`src/rtl/shift_seq_pkg.sv`:
```
`default_nettype none
// ============================================================================
// Module   : shift_seq_pkg
// Purpose  : Shared definitions for the shift-register sequencer: default
//            data/count widths and the FSM state encoding.
// Revision : 1.0  initial release
// ============================================================================
package shift_seq_pkg;

  // Default data width (matches the attached ShiftRegister) and count width.
  // The count width must be able to represent WIDTH itself.
  localparam int SSQ_WIDTH = 6;
  localparam int SSQ_CNT_W = 3;

  // State encoding
  localparam logic [1:0] ST_IDLE  = 2'd0;
  localparam logic [1:0] ST_LOAD  = 2'd1;
  localparam logic [1:0] ST_SHIFT = 2'd2;
  localparam logic [1:0] ST_DONE  = 2'd3;

  typedef enum logic [1:0] {
    S_IDLE  = ST_IDLE,
    S_LOAD  = ST_LOAD,
    S_SHIFT = ST_SHIFT,
    S_DONE  = ST_DONE
  } state_t;

endpackage
`default_nettype wire

```
`src/rtl/shift_register_sequencer.sv`:
```
`default_nettype none
// ============================================================================
// Module   : shift_register_sequencer
// Purpose  : Drives a single ShiftRegister on behalf of one requester.
//            A job (word + shift count) is accepted over a valid/ready
//            handshake, the word is parallel-loaded, the requested number of
//            single-step shifts is issued, and the shifted word is returned
//            over a second valid/ready handshake.
// Ports    : clk, reset            - clock, synchronous active-high reset
//            in_valid/in_ready     - job handshake
//            in_data, in_count     - word to load, number of shift steps
//            out_valid/out_ready   - result handshake
//            out_data              - shifted word (0 while out_valid=0)
//            busy                  - a job is in progress
//            sr_enable, sr_shift_enable, sr_data_in - ShiftRegister controls
//            sr_data_out           - ShiftRegister contents
// Revision : 1.0  initial release
// ============================================================================
module shift_register_sequencer
  import shift_seq_pkg::*;
#(
  parameter int WIDTH = SSQ_WIDTH,
  parameter int CNT_W = SSQ_CNT_W
) (
  input  logic             clk,
  input  logic             reset,
  input  logic             in_valid,
  output logic             in_ready,
  input  logic [WIDTH-1:0] in_data,
  input  logic [CNT_W-1:0] in_count,
  output logic             out_valid,
  input  logic             out_ready,
  output logic [WIDTH-1:0] out_data,
  output logic             busy,
  output logic             sr_enable,
  output logic             sr_shift_enable,
  output logic [WIDTH-1:0] sr_data_in,
  input  logic [WIDTH-1:0] sr_data_out
);

  // Largest meaningful shift count: beyond WIDTH steps the word is all zero.
  localparam logic [CNT_W-1:0] CNT_MAX = CNT_W'(WIDTH);

  state_t           state_q, state_d;
  logic [CNT_W-1:0] count_q, count_d;
  logic [WIDTH-1:0] word_q,  word_d;
  logic [CNT_W-1:0] count_clamped;

  assign count_clamped = (in_count > CNT_MAX) ? CNT_MAX : in_count;

  always_ff @(posedge clk) begin
    if (reset) begin
      state_q <= S_IDLE;
      count_q <= '0;
      word_q  <= '0;
    end else begin
      state_q <= state_d;
      count_q <= count_d;
      word_q  <= word_d;
    end
  end

  always_comb begin
    state_d = state_q;
    count_d = count_q;
    word_d  = word_q;
    case (state_q)
      S_IDLE: begin
        if (in_valid) begin
          word_d  = in_data;
          count_d = count_clamped;
          state_d = S_LOAD;
        end
      end
      S_LOAD: begin
        state_d = (count_q == '0) ? S_DONE : S_SHIFT;
      end
      S_SHIFT: begin
        // count_q holds the pulses still to issue including this cycle's.
        count_d = count_q - CNT_W'(1);
        if (count_q == CNT_W'(1)) begin
          state_d = S_DONE;
        end
      end
      S_DONE: begin
        if (out_ready) begin
          state_d = S_IDLE;
        end
      end
      default: begin
        state_d = S_IDLE;
      end
    endcase
  end

  // Moore outputs: decoded from the state register and latched word only.
  // out_data passes the ShiftRegister contents straight through in DONE,
  // where the register is held because sr_enable is low.
  assign in_ready        = (state_q == S_IDLE);
  assign busy            = (state_q != S_IDLE);
  assign sr_enable       = (state_q == S_LOAD) || (state_q == S_SHIFT);
  assign sr_shift_enable = (state_q == S_SHIFT);
  assign sr_data_in      = word_q;
  assign out_valid       = (state_q == S_DONE);
  assign out_data        = (state_q == S_DONE) ? sr_data_out : '0;

endmodule
`default_nettype wire

```
`config.mk`:
```
export PLATFORM = sky130hd
export DESIGN_NAME = shift_register_sequencer
export DESIGN_NICKNAME = d
export VERILOG_FILES = /design/src/rtl/shift_seq_pkg.sv /design/src/rtl/shift_register_sequencer.sv
export SDC_FILE = /design/constraint.sdc
export NUM_CORES = 1
export LEC_CHECK = 0
export ABC_AREA = 1
export CAP_MARGIN = 20
export CORE_UTILIZATION = 39
export DETAILED_ROUTE_END_ITERATION = 6
export PLACE_DENSITY = 0.82
export REMOVE_ABC_BUFFERS = 1
export SETUP_SLACK_MARGIN = 0.02
export SKIP_CTS_REPAIR_TIMING = 1
export SYNTH_ARGS = -nofsm -noshare
export SYNTH_HDL_FRONTEND = slang
export SYNTH_SLANG_ARGS = --single-unit
export TNS_END_PERCENT = 5
```
`constraint.sdc`:
```
create_clock -name clk -period 3.7 [get_ports clk]
set_input_delay 0.925 -clock clk [delete_from_list [all_inputs] [get_ports clk]]
set_output_delay 0.925 -clock clk [all_outputs]
set_load 0.02 [all_outputs]
```
# Yosys cells after proc, flatten, opt, wreduce, memory -nomap -nowiden
# Index checks and enable logic that the tools add are counted.
# classes
addsub,1
multipliers,0
div,0
n_lt_le_gt_ge,1
eq_ne,7
shifts,0
muxes,9
bitwise_logic,0
n_reduce_logical,8
# op_table
operator,count
case mux 2 bit (4 select lines),1
two-way mux 2 bit,3
two-way mux 3 bit,2
two-way mux 6 bit,1
case mux 3 bit (2 select lines),1
"== test 2 bit, second input constant",2
"inequality test 2 x 1 -> 1 bit, second input constant",2
AND reduction 2 bit,2
nonzero test 2 bit,2
"== test 3 x 1 -> 1 bit, second input constant",1
"greater-than comparator 3 bit, second input constant",1
zero test 3 bit,1
AND reduction 3 bit,1
"subtractor 3 x 1 -> 3 bit, second input constant",1
"== test 2 x 1 -> 1 bit, second input constant",1
zero test 2 bit,1
"inequality test 2 bit, second input constant",1
logical OR 1 bit,1
two-way mux 1 bit,1
# word_totals
reg_bits,11
latch_bits,0
mem_bits_rw,0
mem_bits_ro,0
in_bits,19
mem_count,0

# Depth between registers and ports, before layout
# Gate-level depths: netlist of the first run.
# logic_depth
ltp_word,4
depth_mapped,8

# Worst setup path after synthesis of the first run
# Ideal clock, no wire load.
# synth_timing
kind,input port to output port
start,input sr_data_out[0]
end,output out_data[0]
arrival_time_ps,1117
required_time_ps,2775
setup_slack_ps,1658
stages,2
n_path_buf,0
cell_sequence,nand2_1 > inv_1
# synth_between
elab_chain_len,1
# synth_rtl
element,line_no,text
from (decl),shift_register_sequencer.sv:38,input logic [WIDTH-1:0] sr_data_out
two-way mux 6 bit,shift_register_sequencer.sv:105,assign out_data = (state_q == S_DONE) ? sr_data_out : '0;
to (decl),shift_register_sequencer.sv:33,"output logic [WIDTH-1:0] out_data,"
# Every way passes these cells.

# Worst setup path in the final report of the first run
# layout_timing
start,input sr_data_out[5]
end,output out_data[5]
# Same word-level chain as after synthesis.

==> flow_metrics.py, run 1 <==
metrics = {
    "critical_path": {
        "cp_num_buf_inv": 3,
        "path_cells": "clkdlybuf4s50_1, nand2_1, inv_1, clkdlybuf4s50_1",
        "crit_arrival_ns": 2.10,
        "critical_path_class": "primary input to output port",
        "crit_top_cell": "clkdlybuf4s50_1",
        "slowest_stage": "clkdlybuf4s50_1",
        "critPathMaxFanout": 1,
        "critical_path.top_delay_family": "buffers and inverters",
        "crit_required_ns": 2.77,
        "cp-start-kind": "primary input",
        "end_kind": "output port",
        "cp_slowest_stage_delay_ns": 0.60,
    },
    "timing": {
        "relSlewSlack_pct": 82.7,
        "setup_viol": 0,
        "rsz0062_at_grt": "no",
        "timing.fmax_mhz": 330,
        "worstMarginPinSlew_ns": 0.260,
        "finalCriticalPeriod_ns": 3.03,
        "period_share_pct": 81.8,
        "drv_slew": 0,
        "clock_skew_ns": 0.00749,
        "finalHoldViolCount": 0,
        "finalSetupTns_ns": 0,
    },
    "synthesis": {
        "synth.distinct_cells": 13,
        "synth_top_area_share_pct": 34.8,
        "synth_area_leaders": "dfxtp_1 35%, ha_1 14%, nand2_1 12%",
        "syn_inst": 95,
        "yosysTopAreaCell": "dfxtp_1",
        "netlist_area_um2": 633,
        "yosysWarnings": 0,
        "syn_area_per_cell_um2": 6.66,
        "ys_seq_area_share_pct": 34.8,
        "ys_seq_elements": 11,
    },
    "floorplanning": {
        "rows": 14,
        "start_util_pct": 42.0,
        "io_pins": 36,
        "chipWidth_um": 42.3,
        "die_area_mm2": 0.00179,
        "die_h_um": 42.3,
        "core-area_mm2": 0.00151,
    },
    "power": {
        "p_switching_mw": 0.324,
        "switching_share_pct": 45.1,
        "seqPwrFrac_pct": 25.9,
        "power_mw": 0.719,
        "clkPwrFrac_pct": 11.5,
        "combPwrFrac_pct": 62.6,
        "p_int_mw": 0.395,
        "p_leak_nw": 0.500,
        "p_per_area_mw_per_mm2": 699,
        "ir_worst_vdd_v": 0.000382,
    },
    "clock_tree": {
        "numCtsBuffers": 3,
        "htreeDepth": 1,
        "cts_max_path_buffers": 2,
        "path_clk_slew_ns": 0.07,
        "clock_sink_count": 11,
        "cts_tree": "done",
        "clockRootBuffer": "clkbuf_4",
        "worstSkewPairLatency_ns": 0.27,
    },
    "placement": {
        "place_inst": 146,
        "port_buffers": 35,
        "gp_congestion": 0.836,
        "detailed_place_hpwl_mm": 1.29,
    },
    "global_route": {
        "grt_start_max_net_pins": 10,
        "grt_pass1_vias": 646,
        "grt_overflow": 0,
        "grt.total_usage_pct": 19.9,
        "grt_antenna_before_repair": 0,
        "grt_pass1_wl_mm": 2.66,
    },
    "final_layout": {
        "multiInputGateArea_um2": 345,
        "final_net_count": 161,
        "antenna-diode-count": 0,
        "syn2layout_area_growth_pct": 62.6,
        "fill_cells": 140,
        "regArea_um2": 220,
        "drive_above_1_share_pct": 5.22,
        "fin_cells": 150,
    },
    "drt": {
        "firstDrtPassIters": 4,
        "routed_wl_mm": 1.57,
        "wire_per_inst_um": 10.4,
        "vias": 701,
        "drc_errors": 0,
        "vias_per_cell": 4.67,
        "ant_nets": 0,
        "drt_iter0_drc": 10,
    },
    "outcome": {
        "status": "finished clean",
    },
    "job": {
        "maxCapViolCount": 0,
    },
    "hold_path": {
        "min-delay-path-class": "register to register",
    },
}
## flip-flops by register name, summed over array words and instances (netlist names)
register and flops:
count_q 3, sr_data_in 6, state_q 2
## cells in the mapped netlist (all sizes together)
cell	n
nand4	1
nor2	15
dfxtp	11
o21ai	13
a21oi	5
ha	7
inv	18
nand2	21
nand3	4
## worst register-to-register path, delay by kind of cell, from the launching register on
kind | cells | cell delay [ns]
fa+ha+maj | 1 | 0.30
compound gates | 1 | 0.12
simple gates | 4 | 0.44
flops | 1 | 0.41
buf+inv | 1 | 0.11
## logic make-up (layout without fill, tap and decap cells)
kind of cell / count (synthesis) / count (layout) / synth area share [%]
adder cells (fa/ha/maj): 7 / 7 / 13.8
flip-flops: 11 / 11 / 34.8
buffers and inverters: 18 / 57 / 10.7
AND/OR/NAND/NOR: 41 / 41 / 25.9
AO/OA/AOI/OAI: 18 / 18 / 14.8
## power by group through the flow
stage	registers [mW]	logic (mW)	clock network, mW
detailed placement	0.188	0.452	0
global route	0.191	0.498	0.0883
global placement	0.187	0.438	0
CTS	0.186	0.454	0.0855
floorplan	0.203	0.263	0
finish	0.186	0.451	0.0825
## stage by stage
step | worst slack (ns) | hold slack, ns | util (%) | area [um2]
finish | 0.673 | 0.474 | 68.4 | 1030
global placement | 0.698 | 0.448 | 66.6 | 1000
detailed placement | 0.677 | 0.466 | 66.6 | 1000
floorplan | 1.66 | 0.433 | - | 633
CTS | 0.676 | 0.478 | 68.4 | 1030
global route | 0.626 | 0.490 | 68.4 | 1030
## area by class of cell
cell class | count | share of cell area (%)
Inverter | 18 | 6.56
Sequential cell | 11 | 21.4
Tap cell | 16 | 1.94
Timing Repair Buffer | 35 | 34.0
Multi-Input combinational cell | 66 | 33.5
Clock buffer | 4 | 2.55
## placed cells by master, fill, tap and decap left out
| cell type | instances |
|---|---|
| clkdlybuf4s50_1 | 35 |
| inv_2 | 2 |
| o21ai_1 | 3 |
| clkbuf_1 | 1 |
| o21ai_2 | 1 |
| o21ai_0 | 9 |
| ha_1 | 7 |
| clkbuf_4 | 3 |
| nor2_1 | 15 |
| inv_1 | 16 |
| nand2_2 | 1 |
| dfxtp_1 | 11 |
| nand2_1 | 20 |
| nand4_1 | 1 |
| a21oi_1 | 5 |
| nand3_1 | 4 |
## per-layer routing
layer  part of all wire, %  routed length, um  vias to the layer above  global-route usage, %
li1                      -                  -                      372                      -
met1                    42                654                      315                   21.7
met2                    53                833                       10                   34.5
met3                   3.5                 55                        4                   7.76
met4                   1.5                 23                        0                   7.50
met5                     0                  0                        -                      0
## final timing paths
check | from | to | slack [ns] | cells after the start
worst min-delay path | count_q[2] | count_q[2] | 0.47 | 2
worst max register to register | state_q[0] | state_q[0] | 2.26 | 7
worst min register to register | count_q[2] | count_q[2] | 0.47 | 2
worst max-delay path | sr_data_out[5] | out_data[5] | 0.67 | 4
Note: power is estimated with default switching activity, not from simulation.
==> run 2: changes to the inputs <==
--- a/config.mk
+++ b/config.mk
@@ -7,9 +7,9 @@
 export LEC_CHECK = 0
 export ABC_AREA = 1
 export CAP_MARGIN = 20
-export CORE_UTILIZATION = 39
+export CORE_UTILIZATION = 37
 export DETAILED_ROUTE_END_ITERATION = 6
-export PLACE_DENSITY = 0.82
+export PLACE_DENSITY = 0.78
 export REMOVE_ABC_BUFFERS = 1
 export SETUP_SLACK_MARGIN = 0.02
 export SKIP_CTS_REPAIR_TIMING = 1
==> constraint.sdc (replaced) <==
create_clock -name clk -period 3.1 [get_ports clk]
set_input_delay 0.775 -clock clk [delete_from_list [all_inputs] [get_ports clk]]
set_output_delay 0.775 -clock clk [all_outputs]
set_load 0.02 [all_outputs]
==> flow_metrics.py, run 2 (synthesis gave the netlist of run 1 again) <==
metrics = {
    "critical_path": {
        "critPathMaxFanout": 1,
        "cp-start-kind": "primary input",
        "end_kind": "output port",
        "critical_path_class": "primary input to output port",
        "timing.rr.start": "state_q[0]",
        "rr_worst_depth": 7,
        "crit_arrival_ns": 1.93,
        "crit_required_ns": 2.32,
        "critPathLaunch": "sr_data_out[2]",
        "crit_end": "out_data[2]",
        "r2r_slack_ns": 1.67,
        "rr_endpoint": "state_q[0]",
    },
    "final_layout": {
        "fill_cells": 145,
        "final_cell_mix": "35 x clkdlybuf4s50_1, 20 x nand2_1, 16 x inv_1, 15 x nor2_1, 11 x dfxtp_1",
        "largest_reg_flops": 6,
        "drive_above_1_share_pct": 5.97,
        "final_common_cell": "clkdlybuf4s50_1",
        "fin_cells": 150,
        "antenna-diode-count": 0,
        "syn2layout_area_growth_pct": 62.8,
        "final_net_count": 161,
    },
    "global_route": {
        "grt_overflow": 0,
        "grt.total_usage_pct": 17.4,
        "grt_start_max_net_pins": 10,
        "grt_antenna_before_repair": 0,
        "grt_pass1_wl_mm": 2.41,
        "grt_pass1_vias": 586,
    },
    "job": {
        "maxCapViolCount": 0,
    },
    "clock_tree": {
        "clockRootBuffer": "clkbuf_4",
        "path_clk_slew_ns": 0.08,
        "worstSkewPairLatency_ns": 0.28,
        "numCtsBuffers": 3,
        "clock_sink_count": 11,
        "htreeDepth": 1,
        "cts_max_path_buffers": 2,
        "cts_tree": "done",
    },
    "timing": {
        "rsz0062_at_grt": "no",
        "timing.fmax_mhz": 369,
        "relSlewSlack_pct": 82.5,
        "finalCriticalPeriod_ns": 2.71,
        "clock_skew_ns": 0.00444,
        "setup_viol": 0,
        "finalHoldViolCount": 0,
        "worstMarginPinSlew_ns": 0.263,
        "period_share_pct": 87.4,
        "finalSetupTns_ns": 0,
        "drv_slew": 0,
    },
    "placement": {
        "port_buffers": 35,
        "detailed_place_hpwl_mm": 1.23,
        "place_inst": 146,
        "gp_congestion": 0.758,
    },
    "floorplanning": {
        "io_pins": 36,
        "chipWidth_um": 43.4,
        "rows": 14,
        "core-area_mm2": 0.00156,
        "die_area_mm2": 0.00188,
        "die_h_um": 43.4,
        "start_util_pct": 40.6,
    },
    "power": {
        "p_leak_nw": 0.502,
        "p_per_area_mw_per_mm2": 836,
        "ir_worst_vdd_v": 0.000608,
        "power_mw": 0.862,
    },
    "drt": {
        "routed_wl_mm": 1.58,
        "wire_per_inst_um": 10.5,
        "ant_nets": 0,
        "drt_iter0_drc": 9,
        "drc_errors": 2,
        "vias_per_cell": 4.73,
        "vias": 710,
        "firstDrtPassIters": 6,
    },
    "outcome": {
        "failed_checks": "DRC",
        "status": "complete, but fails checks",
    },
    "hold_path": {
        "min-delay-path-class": "register to register",
    },
}
==> run 2: cell count changes in the layout (fill, tap and decap cells not counted) <==
cell	delta
clkinv_2	+1
clkbuf_1	-1
==> run 2: critical path: stages <==
cell and delay [ns]:
clkdlybuf4s50_1 0.45, nand2_1 0.05, inv_1 0.06, clkdlybuf4s50_1 0.59
==> run 2: how the worst min path moves through the flow <==
stage | to | startpoint | slack, ns | cells past startpoint
2_1_floorplan | count_q[2] | count_q[2] | 0.43 | 2
3_3_place_gp | count_q[2] | count_q[2] | 0.45 | 2
3_5_place_dp | count_q[2] | count_q[2] | 0.45 | 2
4_1_cts | count_q[2] | count_q[2] | 0.47 | 2
5_1_grt | count_q[2] | count_q[2] | 0.48 | 2
6_report | count_q[2] | count_q[2] | 0.46 | 2
==> run 2: where the power goes <==
| group | switching, mW | internal (mW) | total (mW) |
|---|---|---|---|
| combinational | 0.309 | 0.232 | 0.541 |
| sequential | 0.0298 | 0.189 | 0.218 |
| clock | 0.0551 | 0.0480 | 0.103 |
| total | 0.394 | 0.468 | 0.862 |
==> run 2: layout make-up <==
cell class	count	area, um2	area share [%]
clock buffer	3	22.5	2.18
timing repair buffer	35	350	34.0
clock inverter	1	5.00	0.485
multi-input combinational	66	345	33.5
tap	16	20.0	1.94
inverter	18	67.6	6.55
sequential	11	220	21.4
==> run 2: through the flow <==
step | instance area (um2) | setup slack [ns] | hold slack, ns | util, %
after global routing | 1030 | 0.333 | 0.476 | 66.1
final | 1030 | 0.391 | 0.464 | 66.1
after CTS | 1030 | 0.383 | 0.465 | 66.1
after global placement | 1000 | 0.390 | 0.449 | 64.4
after detailed placement | 1000 | 0.383 | 0.454 | 64.4
after floorplan | 633 | 1.34 | 0.433 | -
==> run 2: metal layers <==
metal	routed length [um]	part of all wire, %	GRT usage, %
met5	0	0	0
met1	778	49	23.3
met3	80	5.1	7.50
met2	700	44	25.2
met4	17	1.1	5.63
==> run 3: changes to the inputs <==
--- a/config.mk
+++ b/config.mk
@@ -9,6 +9,7 @@
 export CAP_MARGIN = 20
 export CORE_UTILIZATION = 37
 export DETAILED_ROUTE_END_ITERATION = 6
+export GPL_TIMING_DRIVEN = 1
 export PLACE_DENSITY = 0.78
 export REMOVE_ABC_BUFFERS = 1
 export SETUP_SLACK_MARGIN = 0.02
==> results of run 3 <==
The final DEF is identical to that of run 2; final timing and power are the same.
